--- config.mk ---
export PLATFORM = sky130hd
export DESIGN_NAME = apb_regif_bridge
export DESIGN_NICKNAME = d
export VERILOG_FILES = /design/src/rtl/apb_regif_pkg.sv /design/src/rtl/apb_regif_rdmux.sv /design/src/rtl/apb_regif_bridge.sv
export SDC_FILE = /design/constraint.sdc
export NUM_CORES = 1
export LEC_CHECK = 0
export ABC_AREA = 1
export BUFFER_PORTS_ARGS = -buffer_cell sky130_fd_sc_hd__buf_2
export CAP_MARGIN = 20
export CORE_MARGIN = 2
export CORE_UTILIZATION = 25
export DETAILED_ROUTE_END_ITERATION = 7
export PLACE_DENSITY_LB_ADDON = 0.3
export SYNTH_ARGS = -nofsm -noshare
export SYNTH_HDL_FRONTEND = slang
export SYNTH_SLANG_ARGS = --single-unit
export TNS_END_PERCENT = 100
--- constraint.sdc ---
create_clock -name PCLK -period 1.4 [get_ports PCLK]
set_clock_uncertainty 0.05 [all_clocks]
set_input_delay 0.28 -clock PCLK [delete_from_list [all_inputs] [get_ports PCLK]]
set_output_delay 0.28 -clock PCLK [all_outputs]
set_load 0.05 [all_outputs]
--- src/rtl/apb_regif_pkg.sv ---
// Shared types and helpers for the APB register-file bridge.
// Optional timeout feature is enabled by defining APB_REGIF_TIMEOUT_EN.
package apb_regif_pkg;

    typedef enum logic [1:0] {
        ST_IDLE   = 2'd0,
        ST_ACCESS = 2'd1,
        ST_RESP   = 2'd2
    } state_e;

    // Width of the channel field in PADDR; supports up to 8 channels
    localparam int unsigned CH_FIELD_W = 3;
    localparam int unsigned MAX_CH     = 8;

    // One-hot encode a channel index over the maximum channel count
    function automatic logic [MAX_CH-1:0] onehot(input logic [CH_FIELD_W-1:0] ch);
        logic [MAX_CH-1:0] oh;
        oh     = '0;
        oh[ch] = 1'b1;
        return oh;
    endfunction

endpackage

--- src/rtl/apb_regif_rdmux.sv ---
// Selects read data, ack and error of the latched channel from the
// per-channel register-file response buses.
module apb_regif_rdmux
    import apb_regif_pkg::*;
#(
    parameter int unsigned DATA_W = 32,
    parameter int unsigned NUM_CH = 2
) (
    input  logic [CH_FIELD_W-1:0]    ch,
    input  logic [NUM_CH*DATA_W-1:0] regif_rdata,
    input  logic [NUM_CH-1:0]        regif_ack,
    input  logic [NUM_CH-1:0]        regif_err,
    output logic [DATA_W-1:0]        sel_rdata,
    output logic                     sel_ack,
    output logic                     sel_err
);

    // Route the selected channel; out-of-range indices yield all zeros
    always_comb begin
        sel_rdata = '0;
        sel_ack   = 1'b0;
        sel_err   = 1'b0;
        for (int k = 0; k < NUM_CH; k++) begin
            if (ch == CH_FIELD_W'(k)) begin
                sel_rdata = regif_rdata[k*DATA_W +: DATA_W];
                sel_ack   = regif_ack[k];
                sel_err   = regif_err[k];
            end
        end
    end

endmodule

--- src/rtl/apb_regif_bridge.sv ---
// APB3 slave front-end for the UART register files. Decodes PADDR into
// NUM_CH channels, runs a req/ack handshake with wait states and returns
// registered PRDATA/PSLVERR. Define APB_REGIF_TIMEOUT_EN to abort ACCESS
// after TIMEOUT_CYC cycles without an ack.
module apb_regif_bridge
    import apb_regif_pkg::*;
#(
    parameter int unsigned DATA_W      = 32,
    parameter int unsigned ADDR_W      = 8,
    parameter int unsigned NUM_CH      = 2,
    parameter int unsigned CH_LSB      = 8,
    parameter int unsigned TIMEOUT_CYC = 16
) (
    input  logic                     PCLK,
    input  logic                     PRESETn,
    input  logic                     PSEL,
    input  logic                     PENABLE,
    input  logic                     PWRITE,
    input  logic [31:0]              PADDR,
    input  logic [DATA_W-1:0]        PWDATA,
    output logic [DATA_W-1:0]        PRDATA,
    output logic                     PREADY,
    output logic                     PSLVERR,
    output logic [NUM_CH-1:0]        regif_req,
    output logic                     regif_write,
    output logic [ADDR_W-1:0]        regif_addr,
    output logic [DATA_W-1:0]        regif_wdata,
    input  logic [NUM_CH*DATA_W-1:0] regif_rdata,
    input  logic [NUM_CH-1:0]        regif_ack,
    input  logic [NUM_CH-1:0]        regif_err
);

    localparam logic [CH_FIELD_W:0] NUM_CH_W = (CH_FIELD_W + 1)'(NUM_CH);

    state_e                  state_q, state_d;
    logic [CH_FIELD_W-1:0]   ch_q, ch_d;
    logic [NUM_CH-1:0]       req_q, req_d;
    logic                    write_q, write_d;
    logic [ADDR_W-1:0]       addr_q, addr_d;
    logic [DATA_W-1:0]       wdata_q, wdata_d;
    logic [DATA_W-1:0]       prdata_q, prdata_d;
    logic                    pready_q, pready_d;
    logic                    pslverr_q, pslverr_d;

    logic                    setup;
    logic [CH_FIELD_W-1:0]   ch_in;
    logic [MAX_CH-1:0]       ch_in_oh;
    logic                    dec_err;
    logic [DATA_W-1:0]       sel_rdata;
    logic                    sel_ack;
    logic                    sel_err;
    logic                    timeout;
    logic                    unused_bits;

    assign setup    = PSEL & ~PENABLE;
    assign ch_in    = PADDR[CH_LSB +: CH_FIELD_W];
    assign ch_in_oh = onehot(ch_in);
    assign dec_err  = ({1'b0, ch_in} >= NUM_CH_W) || (PADDR[1:0] != 2'b00);
    // Address bits outside the decoded fields are don't-care
    assign unused_bits = ^{PADDR, ch_in_oh};

    apb_regif_rdmux #(
        .DATA_W (DATA_W),
        .NUM_CH (NUM_CH)
    ) u_rdmux (
        .ch          (ch_q),
        .regif_rdata (regif_rdata),
        .regif_ack   (regif_ack),
        .regif_err   (regif_err),
        .sel_rdata   (sel_rdata),
        .sel_ack     (sel_ack),
        .sel_err     (sel_err)
    );

`ifdef APB_REGIF_TIMEOUT_EN
    localparam int unsigned CNT_W = $clog2(TIMEOUT_CYC + 1);
    logic [CNT_W-1:0] cnt_q;

    // Count ACCESS cycles; held at zero elsewhere so every transfer starts fresh
    always_ff @(posedge PCLK or negedge PRESETn) begin
        if (!PRESETn) begin
            cnt_q <= '0;
        end else if (state_q == ST_ACCESS) begin
            cnt_q <= cnt_q + 1'b1;
        end else begin
            cnt_q <= '0;
        end
    end

    assign timeout = (state_q == ST_ACCESS) && (cnt_q == CNT_W'(TIMEOUT_CYC - 1));
`else
    assign timeout = 1'b0;
`endif

    // State register
    always_ff @(posedge PCLK or negedge PRESETn) begin
        if (!PRESETn) begin
            state_q <= ST_IDLE;
        end else begin
            state_q <= state_d;
        end
    end

    // Next-state logic; RESP accepts a new setup just like IDLE
    always_comb begin
        state_d = state_q;
        unique case (state_q)
            ST_IDLE, ST_RESP: begin
                if (setup) begin
                    state_d = dec_err ? ST_RESP : ST_ACCESS;
                end else begin
                    state_d = ST_IDLE;
                end
            end
            ST_ACCESS: begin
                if (!PSEL) begin
                    state_d = ST_IDLE;
                end else if (sel_ack || timeout) begin
                    state_d = ST_RESP;
                end
            end
            default: state_d = ST_IDLE;
        endcase
    end

    // Next values of the registered outputs and latched request fields
    always_comb begin
        req_d     = '0;
        pready_d  = 1'b0;
        pslverr_d = 1'b0;
        prdata_d  = '0;
        write_d   = write_q;
        addr_d    = addr_q;
        wdata_d   = wdata_q;
        ch_d      = ch_q;
        unique case (state_q)
            ST_IDLE, ST_RESP: begin
                if (setup) begin
                    write_d = PWRITE;
                    addr_d  = PADDR[ADDR_W-1:0];
                    wdata_d = PWDATA;
                    ch_d    = ch_in;
                    if (dec_err) begin
                        pready_d  = 1'b1;
                        pslverr_d = 1'b1;
                    end else begin
                        req_d = ch_in_oh[NUM_CH-1:0];
                    end
                end
            end
            ST_ACCESS: begin
                if (!PSEL) begin
                    req_d = '0;
                end else if (sel_ack) begin
                    pready_d  = 1'b1;
                    pslverr_d = sel_err;
                    // Writes and slave-error reads return zero data
                    prdata_d  = (write_q || sel_err) ? '0 : sel_rdata;
                end else if (timeout) begin
                    pready_d  = 1'b1;
                    pslverr_d = 1'b1;
                end else begin
                    req_d = req_q;
                end
            end
            default: ;
        endcase
    end

    // Output and latch registers
    always_ff @(posedge PCLK or negedge PRESETn) begin
        if (!PRESETn) begin
            ch_q      <= '0;
            req_q     <= '0;
            write_q   <= 1'b0;
            addr_q    <= '0;
            wdata_q   <= '0;
            prdata_q  <= '0;
            pready_q  <= 1'b0;
            pslverr_q <= 1'b0;
        end else begin
            ch_q      <= ch_d;
            req_q     <= req_d;
            write_q   <= write_d;
            addr_q    <= addr_d;
            wdata_q   <= wdata_d;
            prdata_q  <= prdata_d;
            pready_q  <= pready_d;
            pslverr_q <= pslverr_d;
        end
    end

    assign PRDATA      = prdata_q;
    assign PREADY      = pready_q;
    assign PSLVERR     = pslverr_q;
    assign regif_req   = req_q;
    assign regif_write = write_q;
    assign regif_addr  = addr_q;
    assign regif_wdata = wdata_q;

endmodule
==> flow_metrics.tcl <==
set metrics [dict create \
    status "completed" \
    powerDensity_nw_per_um2 1300 \
    place_inst 800 \
    hold_depth 3 \
    antenna_found_initial 0 \
    ys_ff_latch 82 \
    hp-class "in -> reg" \
    async_flop_share_pct 100 \
    pwr-share-clk_pct 37.8 \
    coreArea_um2 13800 \
    avgSynthCellArea_um2 8.17 \
    hold_end "regif_wdata[31]" \
    final_core_util_pct 37.7 \
    power.leakage_nw 3.03 \
    period_needed_ns 1.38 \
    nFillCells 1420 \
    syn_inst 431 \
    regArea_um2 2050 \
    fin_crit_sh_pct 98.9 \
    gp_congestion 0.713 \
    worstPathMaxFanout 10 \
    synthTopCellsByCount "nand2_1 (129), dfrtp_1 (82), inv_1 (76)" \
    synth_top_family_by_area "simple AND/OR/NAND/NOR gates" \
    synthTopCellsByArea "dfrtp_1 (58%), nand2_1 (14%), inv_1 (8.1%), o21ai_0 (5.4%), nand3_1 (5.0%)" \
    vias_per_cell 4.04 \
    fin_cells 818 \
    end_kind "flip-flop" \
    synthXorXnorAreaFrac_pct 0 \
    total_power_mw 6.75 \
    yosys.area.top_type "dfrtp_1" \
    grt-ovfl-total 0 \
    min_from "PWDATA[31]" \
    yosysTopAreaCellShare_pct 58.3 \
    holdWs_ns 0.0894 \
    drive_gt1_share_pct 39.7 \
    ff2ff_setup_slack_ns 0.02 \
    worstPathArrival_ns 1.60 \
    switching_power_mw 2.14 \
    clk_pin_slew_ns 0.06 \
    start_kind "flip-flop" \
    worst_slack_ns 0.0151 \
    comb_power_share_pct 23.1 \
    syn_to_final_growth_pct 48.0 \
    die_area_um2 15100 \
    die_y_um 123 \
    drt_first_pass_iters 3 \
    final_max_slew_viol_count 0 \
    required_ns 1.61 \
    ff2ff_path_depth 6 \
    antenna_cells 0 \
    route.detailed.drc 0 \
    syn_nets 568 \
    dpl.hpwl_um 7010 \
    synthesis.area_um2 3520 \
    slew-limit-headroom_pct 71.2 \
    worst_pin_slew_ns 0.432 \
    grt_use_total_pct 12.3 \
    setup_viol 0 \
    place.port_buffers 192 \
    cts_tree "done" \
    worstSkewPairLatency_ns 0.33 \
    yosysMostFrequentCell "nand2_1" \
    clock_sinks 82 \
    worstReg2RegEnd "PRDATA[3]" \
    nets 770 \
    fmax_ghz 0.722 \
    htreeDepth 3 \
    drt-total-wl_um 9250 \
    reg2reg_from "ch_q[0]" \
    drt_iter0_drc 51 \
    numCtsBuffers 9 \
    ys_seq_area_share_pct 58.3 \
    io-pin-count 214 \
    multi_input_area_um2 1130 \
    yosysUniqueCellTypes 17 \
    path_class "reg -> reg" \
    synth_compound_area_share_pct 6.04 \
    synth_warnings 0 \
    ir_drop_mv 0.414 \
    vias 3308 \
    hold_viol 0 \
    internal_power_mw 4.61 \
    synth_edf_count 0 \
    grt_first_pass_wirelength_um 14300 \
    synthAdderAreaFrac_pct 0 \
    grt_max_degree 83 \
    place_ws_ns 0.0404 \
    start_util_pct 25.5 \
    root_buffer "clkbuf_16" \
    synth_ff_type "dfrtp_1" \
    clock_path_buffers 2 \
    post_cts_buffers 0 \
    pwr-share-seq_pct 39.1 \
    switching_share_pct 31.7 \
    rsz0062_at_grt "yes" \
    routedWlPerCell_um 11.3 \
    rows 43 \
    maxCapViolations 0 \
    ant_nets 0 \
    die_w_um 123 \
    synthMuxAreaShare_pct 0 \
    synthSimpleGateAreaFrac_pct 24.4 \
    grt_pass1_vias 3091 \
]
[layer usage]
layer	part of all wire [%]	vias up	GRT usage (%)
met1	42	1480	14.5
met2	48	119	20.1
li1	-	1697	-
met4	1.6	0	5.17
met3	8.9	12	4.51
met5	0	-	0
[area by class of cell]
class	count	area share (%)
Clock buffer	10	4.58
Tap cell	180	4.32
Inverter	77	5.59
Multi-Input combinational cell	251	21.6
Clock inverter	6	1.73
Timing Repair Buffer	212	22.8
Sequential cell	82	39.4
[worst max-delay path: stages, from the launching register on]
cell	delay (ns)
dfrtp_2	0.44
nor2_4	0.15
nand3_2	0.10
a21oi_2	0.19
nand2_4	0.11
clkbuf_16	0.18
nor2_1	0.09
[state kept, by name, indices dropped and copies added (netlist names), 2 cells and up]
signal       count
ch_q             3
regif_addr       8
regif_req        2
state_q          2
regif_wdata     32
PRDATA          32
[placed cells by master, fill, tap and decap left out, drive strengths merged]
cell type,synthesis,layout
a21oi,1,1
buf,10,210
bufinv,0,2
clkbuf,11,11
clkinv,0,3
clkinvlp,0,1
dfrtp,82,82
dlygate4sd3,0,1
inv,77,77
nand2,130,130
nand3,36,36
nand4,4,4
nor2,40,40
o21ai,38,38
o22ai,1,1
o31ai,1,1
[worst max path at each step]
stage | slack (ns) | endpoint | start
5_1_grt | -0.05 | PRDATA[20] | ch_q[0]
2_1_floorplan | 0.14 | PRDATA[10] | ch_q[0]
6_report | 0.02 | PRDATA[3] | ch_q[0]
4_1_cts | 0.01 | PRDATA[7] | ch_q[0]
3_5_place_dp | 0.04 | PRDATA[13] | ch_q[0]
3_3_place_gp | 0.05 | PRDATA[1] | ch_q[0]
[power by group through the flow]
stage | sequential, mW | combinational (mW) | clock, mW
2_1_floorplan | 3.24 | 0.448 | 0
3_3_place_gp | 2.67 | 1.54 | 0
3_5_place_dp | 2.68 | 1.56 | 0
4_1_cts | 2.64 | 1.56 | 2.65
5_1_grt | 2.66 | 1.72 | 2.76
6_report | 2.64 | 1.56 | 2.55
[repair_timing]
action | CTS | global route
gates resized for setup | 0 | 28
endpoints found under the setup margin | 0 | 37
hold endpoints to repair | 82 | 0
hold buffers | 1 | 0
[cell families after synthesis]
logic type | count (synthesis)
AOI/OAI and AO/OA | 41
buffers and inverters | 98
DFF | 82
and+or+nand+nor | 210
[metrics by stage]
step                setup TNS, ns  cell area, um^2
floorplan                       0             3520
global placement                0             4790
detailed placement              0             4790
CTS                             0             5130
global route               -0.738             5210
finish                          0             5210
No activity file was read; power rests on OpenSTA's default activity.
